===== config.mk =====
export PLATFORM = sky130hd
export DESIGN_NAME = mem_access_flat
export DESIGN_NICKNAME = d
export VERILOG_FILES = /design/src/rtl/cpu_pkg.sv /design/src/rtl/mem_access_if.sv /design/src/rtl/flopr.sv /design/src/rtl/mem_timer.sv /design/src/rtl/mem_access.sv /design/src/flat_wrapper.sv
export SDC_FILE = /design/constraint.sdc
export NUM_CORES = 1
export LEC_CHECK = 0
export CAP_MARGIN = 20
export CORE_UTILIZATION = 50
export DETAILED_ROUTE_END_ITERATION = 7
export GPL_ROUTABILITY_DRIVEN = 0
export HOLD_SLACK_MARGIN = 0.03
export PLACE_DENSITY = 0.89
export SYNTH_ARGS = -nofsm -noshare
export SYNTH_HDL_FRONTEND = slang
export SYNTH_SLANG_ARGS = --single-unit

===== constraint.sdc =====
create_clock -name clk -period 5.3 [get_ports clk]
set_clock_uncertainty 0.2 [all_clocks]
set_input_delay 1.06 -clock clk [delete_from_list [all_inputs] [get_ports clk]]
set_output_delay 1.06 -clock clk [all_outputs]
set_load 0.05 [all_outputs]

===== src/rtl/cpu_pkg.sv =====
// cpu_pkg -- definitions shared across the CPU pipeline.
//   mem_state_t         : MEM-stage data-memory access FSM states
//   MEM_TIMEOUT_DEFAULT : default WAIT-cycle limit before a memory access aborts
//   DATA_W / REG_ADR_W  : datapath word width and register-address width
package cpu_pkg;

  localparam int DATA_W    = 16;
  localparam int REG_ADR_W = 3;

  localparam int unsigned MEM_TIMEOUT_DEFAULT = 255;

  typedef enum logic [1:0] {
    IDLE = 2'd0,
    WAIT = 2'd1,
    DONE = 2'd2
  } mem_state_t;

endpackage


===== src/rtl/mem_access_if.sv =====
// mem_access_if -- data-memory request/response bus.
//   dmem_req   : request valid, held until dmem_ack
//   dmem_we    : 1 = write, 0 = read
//   dmem_addr  : request address
//   dmem_wdata : write data
//   dmem_rdata : read data, valid in the dmem_ack cycle
//   dmem_ack   : one-cycle completion pulse
// master = CPU side (mem_access), slave = memory side.
interface mem_access_if;
  import cpu_pkg::*;

  logic              dmem_req;
  logic              dmem_we;
  logic [DATA_W-1:0] dmem_addr;
  logic [DATA_W-1:0] dmem_wdata;
  logic [DATA_W-1:0] dmem_rdata;
  logic              dmem_ack;

  modport master (
    output dmem_req, dmem_we, dmem_addr, dmem_wdata,
    input  dmem_rdata, dmem_ack
  );

  modport slave (
    input  dmem_req, dmem_we, dmem_addr, dmem_wdata,
    output dmem_rdata, dmem_ack
  );

endinterface


===== src/rtl/flopr.sv =====
// flopr -- WIDTH-bit register with asynchronous active-low reset to zero.
//   clk   : clock
//   reset : asynchronous active-low reset
//   d / q : data in / registered data out
module flopr #(
  parameter int WIDTH = 8
) (
  input  logic             clk,
  input  logic             reset,
  input  logic [WIDTH-1:0] d,
  output logic [WIDTH-1:0] q
);

  always_ff @(posedge clk or negedge reset) begin
    if (!reset) q <= '0;
    else        q <= d;
  end

endmodule


===== src/rtl/mem_timer.sv =====
// mem_timer -- 8-bit WAIT-cycle counter for the data-memory access FSM.
//   clk    : clock
//   reset  : asynchronous active-low reset
//   clear  : zero the count (entry to WAIT)
//   enable : count one more cycle without ack
//   tc     : terminal count; this cycle's increment reaches TIMEOUT
module mem_timer
  import cpu_pkg::*;
#(
  parameter int unsigned TIMEOUT = MEM_TIMEOUT_DEFAULT
) (
  input  logic clk,
  input  logic reset,
  input  logic clear,
  input  logic enable,
  output logic tc
);

  // tc looks one count ahead so the abort lands on the edge where the
  // count would reach TIMEOUT, i.e. after exactly TIMEOUT WAIT cycles.
  localparam logic [7:0] TC_VAL = 8'(TIMEOUT - 1);

  logic [7:0] count;

  always_ff @(posedge clk or negedge reset) begin
    if (!reset)      count <= 8'd0;
    else if (clear)  count <= 8'd0;
    else if (enable) count <= count + 8'd1;
  end

  assign tc = (count == TC_VAL);

endmodule


===== src/rtl/mem_access.sv =====
// mem_access -- MEM pipeline stage: issues data-memory loads/stores, stalls
// the upstream pipeline while a request is outstanding, and owns MEM/WB.
//   clk, reset                 : clock, asynchronous active-low reset
//   ALUres_mem                 : address for load/store, writeback data otherwise
//   rd1_mem                    : store data
//   regwrite_adr_mem           : destination register
//   main_mem_write             : store request (wins over load)
//   regwrite_dat_controll_mem  : load request
//   regwrite_mem               : register write enable
//   dmem                       : data-memory bus (master side)
//   stall_mem                  : freezes IF..EX/MEM while asserted
//   regwrite_wb/_adr_wb/_dat_wb: MEM/WB pipeline register
//   mem_err                    : sticky timeout flag, cleared only by reset
module mem_access
  import cpu_pkg::*;
#(
  parameter int unsigned TIMEOUT = MEM_TIMEOUT_DEFAULT
) (
  input  logic                 clk,
  input  logic                 reset,
  input  logic [DATA_W-1:0]    ALUres_mem,
  input  logic [DATA_W-1:0]    rd1_mem,
  input  logic [REG_ADR_W-1:0] regwrite_adr_mem,
  input  logic                 main_mem_write,
  input  logic                 regwrite_dat_controll_mem,
  input  logic                 regwrite_mem,
  mem_access_if.master         dmem,
  output logic                 stall_mem,
  output logic                 regwrite_wb,
  output logic [REG_ADR_W-1:0] regwrite_adr_wb,
  output logic [DATA_W-1:0]    regwrite_dat_wb,
  output logic                 mem_err
);

  mem_state_t        state_q, state_d;
  logic              req_q, req_d, we_q, we_d;
  logic [DATA_W-1:0] addr_q, addr_d, wdata_q, wdata_d;
  logic [DATA_W-1:0] load_data, load_d;
  logic              err_q, err_d;
  logic              tmr_clear, tmr_en, tmr_tc;
  logic              mem_op, is_load;

  // A store that is also flagged as a load is treated as a store.
  assign mem_op  = main_mem_write | regwrite_dat_controll_mem;
  assign is_load = regwrite_dat_controll_mem & ~main_mem_write;

  // DONE releases the stall so the completed op can leave the stage.
  assign stall_mem = mem_op & (state_q != DONE);

  mem_timer #(.TIMEOUT(TIMEOUT)) u_timer (
    .clk    (clk),
    .reset  (reset),
    .clear  (tmr_clear),
    .enable (tmr_en),
    .tc     (tmr_tc)
  );

  always_comb begin
    state_d   = state_q;
    req_d     = req_q;
    we_d      = we_q;
    addr_d    = addr_q;
    wdata_d   = wdata_q;
    load_d    = load_data;
    err_d     = err_q;
    tmr_clear = 1'b0;
    tmr_en    = 1'b0;
    case (state_q)
      IDLE: begin
        if (mem_op) begin
          state_d   = WAIT;
          req_d     = 1'b1;
          we_d      = main_mem_write;
          addr_d    = ALUres_mem;
          wdata_d   = rd1_mem;
          tmr_clear = 1'b1;
        end
      end
      WAIT: begin
        tmr_en = ~dmem.dmem_ack;
        // Ack wins over a simultaneous terminal count.
        if (dmem.dmem_ack) begin
          load_d  = dmem.dmem_rdata;
          req_d   = 1'b0;
          state_d = DONE;
        end else if (tmr_tc) begin
          load_d  = '0;
          req_d   = 1'b0;
          err_d   = 1'b1;
          state_d = DONE;
        end
      end
      DONE:    state_d = IDLE;
      default: state_d = IDLE;
    endcase
  end

  always_ff @(posedge clk or negedge reset) begin
    if (!reset) begin
      state_q   <= IDLE;
      req_q     <= 1'b0;
      we_q      <= 1'b0;
      addr_q    <= '0;
      wdata_q   <= '0;
      load_data <= '0;
      err_q     <= 1'b0;
    end else begin
      state_q   <= state_d;
      req_q     <= req_d;
      we_q      <= we_d;
      addr_q    <= addr_d;
      wdata_q   <= wdata_d;
      load_data <= load_d;
      err_q     <= err_d;
    end
  end

  assign dmem.dmem_req   = req_q;
  assign dmem.dmem_we    = we_q;
  assign dmem.dmem_addr  = addr_q;
  assign dmem.dmem_wdata = wdata_q;
  assign mem_err         = err_q;

  // MEM/WB: a stall inserts a bubble (write enable low, adr/dat held).
  logic                 wb_we_d;
  logic [REG_ADR_W-1:0] wb_adr_d;
  logic [DATA_W-1:0]    wb_dat_d;

  assign wb_we_d  = stall_mem ? 1'b0 : regwrite_mem;
  assign wb_adr_d = stall_mem ? regwrite_adr_wb : regwrite_adr_mem;
  assign wb_dat_d = stall_mem ? regwrite_dat_wb :
                    (is_load ? load_data : ALUres_mem);

  flopr #(.WIDTH(1)) u_wb_we (
    .clk (clk), .reset (reset), .d (wb_we_d), .q (regwrite_wb)
  );

  flopr #(.WIDTH(REG_ADR_W)) u_wb_adr (
    .clk (clk), .reset (reset), .d (wb_adr_d), .q (regwrite_adr_wb)
  );

  flopr #(.WIDTH(DATA_W)) u_wb_dat (
    .clk (clk), .reset (reset), .d (wb_dat_d), .q (regwrite_dat_wb)
  );

endmodule


===== src/flat_wrapper.sv =====
// flat-port wrapper written by rule: the top's interface ports become plain ports
module mem_access_flat import cpu_pkg::*;
#(
  parameter int unsigned TIMEOUT = MEM_TIMEOUT_DEFAULT
)
  (clk, reset, ALUres_mem, rd1_mem, regwrite_adr_mem, main_mem_write, regwrite_dat_controll_mem, regwrite_mem, stall_mem, regwrite_wb, regwrite_adr_wb, regwrite_dat_wb, mem_err, dmem_dmem_req, dmem_dmem_we, dmem_dmem_addr, dmem_dmem_wdata, dmem_dmem_rdata, dmem_dmem_ack);
  mem_access_if dmem_i ();
  input  logic clk;
  input  logic reset;
  input  logic [DATA_W-1:0] ALUres_mem;
  input  logic [DATA_W-1:0] rd1_mem;
  input  logic [REG_ADR_W-1:0] regwrite_adr_mem;
  input  logic main_mem_write;
  input  logic regwrite_dat_controll_mem;
  input  logic regwrite_mem;
  output logic stall_mem;
  output logic regwrite_wb;
  output logic [REG_ADR_W-1:0] regwrite_adr_wb;
  output logic [DATA_W-1:0] regwrite_dat_wb;
  output logic mem_err;
  output wire logic [$bits(dmem_i.dmem_req)-1:0] dmem_dmem_req;
  output wire logic [$bits(dmem_i.dmem_we)-1:0] dmem_dmem_we;
  output wire logic [$bits(dmem_i.dmem_addr)-1:0] dmem_dmem_addr;
  output wire logic [$bits(dmem_i.dmem_wdata)-1:0] dmem_dmem_wdata;
  input wire logic [$bits(dmem_i.dmem_rdata)-1:0] dmem_dmem_rdata;
  input wire logic [$bits(dmem_i.dmem_ack)-1:0] dmem_dmem_ack;
  assign dmem_dmem_req = dmem_i.dmem_req;
  assign dmem_dmem_we = dmem_i.dmem_we;
  assign dmem_dmem_addr = dmem_i.dmem_addr;
  assign dmem_dmem_wdata = dmem_i.dmem_wdata;
  assign dmem_i.dmem_rdata = dmem_dmem_rdata;
  assign dmem_i.dmem_ack = dmem_dmem_ack;
  mem_access #(.TIMEOUT(TIMEOUT)) u_core (.clk(clk), .reset(reset), .ALUres_mem(ALUres_mem), .rd1_mem(rd1_mem), .regwrite_adr_mem(regwrite_adr_mem), .main_mem_write(main_mem_write), .regwrite_dat_controll_mem(regwrite_dat_controll_mem), .regwrite_mem(regwrite_mem), .dmem(dmem_i), .stall_mem(stall_mem), .regwrite_wb(regwrite_wb), .regwrite_adr_wb(regwrite_adr_wb), .regwrite_dat_wb(regwrite_dat_wb), .mem_err(mem_err));
endmodule

==> out/metrics.cfg <==
[outcome]
status = completed

[critical_path]
crit-reg2reg-launch = u_core.state_q[0]
worst_setup_path_start_kind = input port
max_stage_delay_ns = 0.81
worstPathArrival_ns = 2.62
cpMaxStageDelayCell = clkdlybuf4s50_1
cp.required_ns = 4.04
cpMostUsedCell = clkdlybuf4s50_1
crit_chain = clkdlybuf4s50_1, o22ai_2, inv_1, clkdlybuf4s50_1
cp_top_family = buffers and inverters
cp_num_buf_inv = 3
crit_type = in -> out
r2r-end = u_core.dmem.dmem_addr[11]
endpoint_kind = output pin
rr_worst_depth = 4
crit_fanout = 4
startpoint = regwrite_dat_controll_mem
r2r_setup_slack_ns = 3.07

[floorplanning]
die_height_um = 85.66
start_util = 0.5151
die_area_sq_mm = 0.007338
die_w_um = 85.66
core_area_sq_mm = 0.006794
ios = 113
rows = 30

[routing]
vias = 2546
top_layer = met4
ant_nets = 0
drcViolationCount = 0
routed_wl_um = 8001
met1_length_um = 3434
drtIter0Drc = 123
avgRoutedWirePerCell_um = 16.81
route.met2.wl_um = 4049
via_per_inst = 5.349
wl_met3_um = 445
first_pass_iters = 5

[global_routing]
grt_start_max_net_pins = 82
overflow = 0
grt_pass1_vias = 2592
grt_usage = 0.2309
grt_pass1_wl_um = 12900
antenna_found_initial = 0

[logic_synthesis]
ys_types = 40
yosysWarnings = 0
synth_cells = 263
synth_seq_cells = 81
synth_fp_nets = 322
ys.flop_type = dfrtp_1
synth_area_sq_mm = 0.003500
seq_area_frac_synth = 0.5792
async_flop_share = 1.000
synth_edf_count = 0
postSynthAreaPerCell_sq_um = 13.31

[worst_hold_path]
hold_depth = 1
hold_end = u_core.dmem.dmem_wdata[9]
worstHoldPathType = reg -> reg
min_from = u_core.dmem.dmem_wdata[9]

[cells_and_area]
area_delta_synth_final_pct = 40.26
drive_above_1_share = 0.2316
fin_util = 0.7225
fin_nets = 434
final_common_cell = clkdlybuf4s50_1
diodes = 0
regArea_sq_mm = 0.002027
fin_cells = 476
fillers = 458
multi_input_area_sq_mm = 0.001390
mostFrequentLayoutCells = 111 x clkdlybuf4s50_1, 81 x dfrtp_1, 66 x mux2_2, 18 x o21ai_0, 18 x nand2b_1

[power_and_ir_drop]
peakVddDrop_v = 0.0004158
leakagePower_uw = 0.001981
power_density_mw_per_mm2 = 668.0
netSwitchingPower_uw = 1499
pwr-share-clk = 0.118
comb_power_share = 0.553
p_int_uw = 1780
p_seq_frac = 0.329
switching_share = 0.4572

[timing]
slew_headroom = 0.3787
rsz0062_at_grt = no
fin_tns_setup_ns = 0
maxSlewViolCount = 0
period_share = 0.7313
finalHoldViolCount = 0
finalSetupViolations = 0
worstMarginPinSlew_ns = 0.9320
finalCriticalPeriod_ns = 3.876
fmax_ghz = 0.2580

[place]
placement.io_buffers = 112
placed_cells = 457
dp_hpwl_um = 5265

[clock_network]
hold_buffers = 0
cts_tree = yes
cts_setup_buffers = 0
clkTransAtPathRegs_ns = 0.08
numCtsBuffers = 9
clockBufferDepth = 2
cts_resized = 0
clk_latency_ns = 0.34
h-tree-depth = 3
numClockSinks = 81
cts.root.buffer_cell = clkbuf_8

[flow_run]
max_cap_violations = 0

-- metal layers --
| metal | vias up | global-route usage |
|---|---|---|
| li1 | 1173 | - |
| met1 | 1268 | 0.2949 |
| met2 | 100 | 0.3927 |
| met3 | 5 | 0.04716 |
| met4 | 0 | 0.08182 |
| met5 | - | 0 |
-- worst max-delay path by stage --
| stage | to | cells after the start |
|---|---|---|
| after CTS | stall_mem | 4 |
| after global placement | stall_mem | 4 |
| after detailed placement | stall_mem | 4 |
| after floorplan | stall_mem | 3 |
| final | stall_mem | 4 |
| after global routing | stall_mem | 4 |
-- area by class of cell --
type | count | area share
sequential | 81 | 0.4129
multi-input combinational | 163 | 0.2832
timing repair buffer | 116 | 0.2429
clock buffer | 11 | 0.02677
tap | 96 | 0.02447
clock inverter | 5 | 0.006628
inverter | 4 | 0.003059
-- registers in the layout, summed over array words and instances, names as in the netlist, 2 cells and up --
register                cells
u_core.dmem.dmem_addr      16
u_core.dmem.dmem_wdata     16
u_core.load_data           16
u_core.u_wb_dat.q          16
u_core.u_timer.count        8
u_core.u_wb_adr.q           3
u_core.state_q              2
-- cells in the mapped netlist (2+ instances only) --
| cell type | number | area share |
|---|---|---|
| buf_2 | 5 | 0.0071 |
| o21ai_0 | 18 | 0.026 |
| nand2_1 | 4 | 0.0043 |
| mux2_2 | 66 | 0.21 |
| nand4_1 | 2 | 0.0036 |
| nand2b_1 | 18 | 0.032 |
| nor2_1 | 7 | 0.0075 |
| o31ai_1 | 2 | 0.0043 |
| o22ai_1 | 2 | 0.0036 |
| buf_4 | 3 | 0.0064 |
| a22oi_1 | 16 | 0.034 |
| clkbuf_1 | 6 | 0.0064 |
| dfrtp_1 | 81 | 0.58 |
| mux2i_1 | 3 | 0.0086 |
| inv_1 | 4 | 0.0043 |
| ha_1 | 2 | 0.0071 |
-- power groups by stage --
stage               Sequential [uW]  Clock [uW]  Combinational [uW]
finish                         1080         386                1810
global route                   1120         422                1900
CTS                            1080         395                1800
detailed placement             1090           0                1800
global placement               1060           0                1760
floorplan                      1780           0                 503
-- metrics by stage --
step,hold slack [ns],power (uW),setup WS [ns],instance area [sq um]
finish,0.2951,3279,1.424,4908
global route,0.3160,3438,1.371,4908
CTS,0.2978,3277,1.422,4842
detailed placement,0.2687,2887,1.423,4678
global placement,0.2410,2822,1.428,4678
floorplan,0.2534,2288,2.343,3500
-- cells by family after synthesis --
family	count (synthesis)	share of synthesized area
fa+ha+maj	2	0.007149
xor+xnor	2	0.005006
flops	81	0.5792
buf+inv	19	0.02538
simple gates	42	0.07151
compound gates	47	0.08760
mux	70	0.2242
Note: power is estimated with default switching activity, not from simulation.
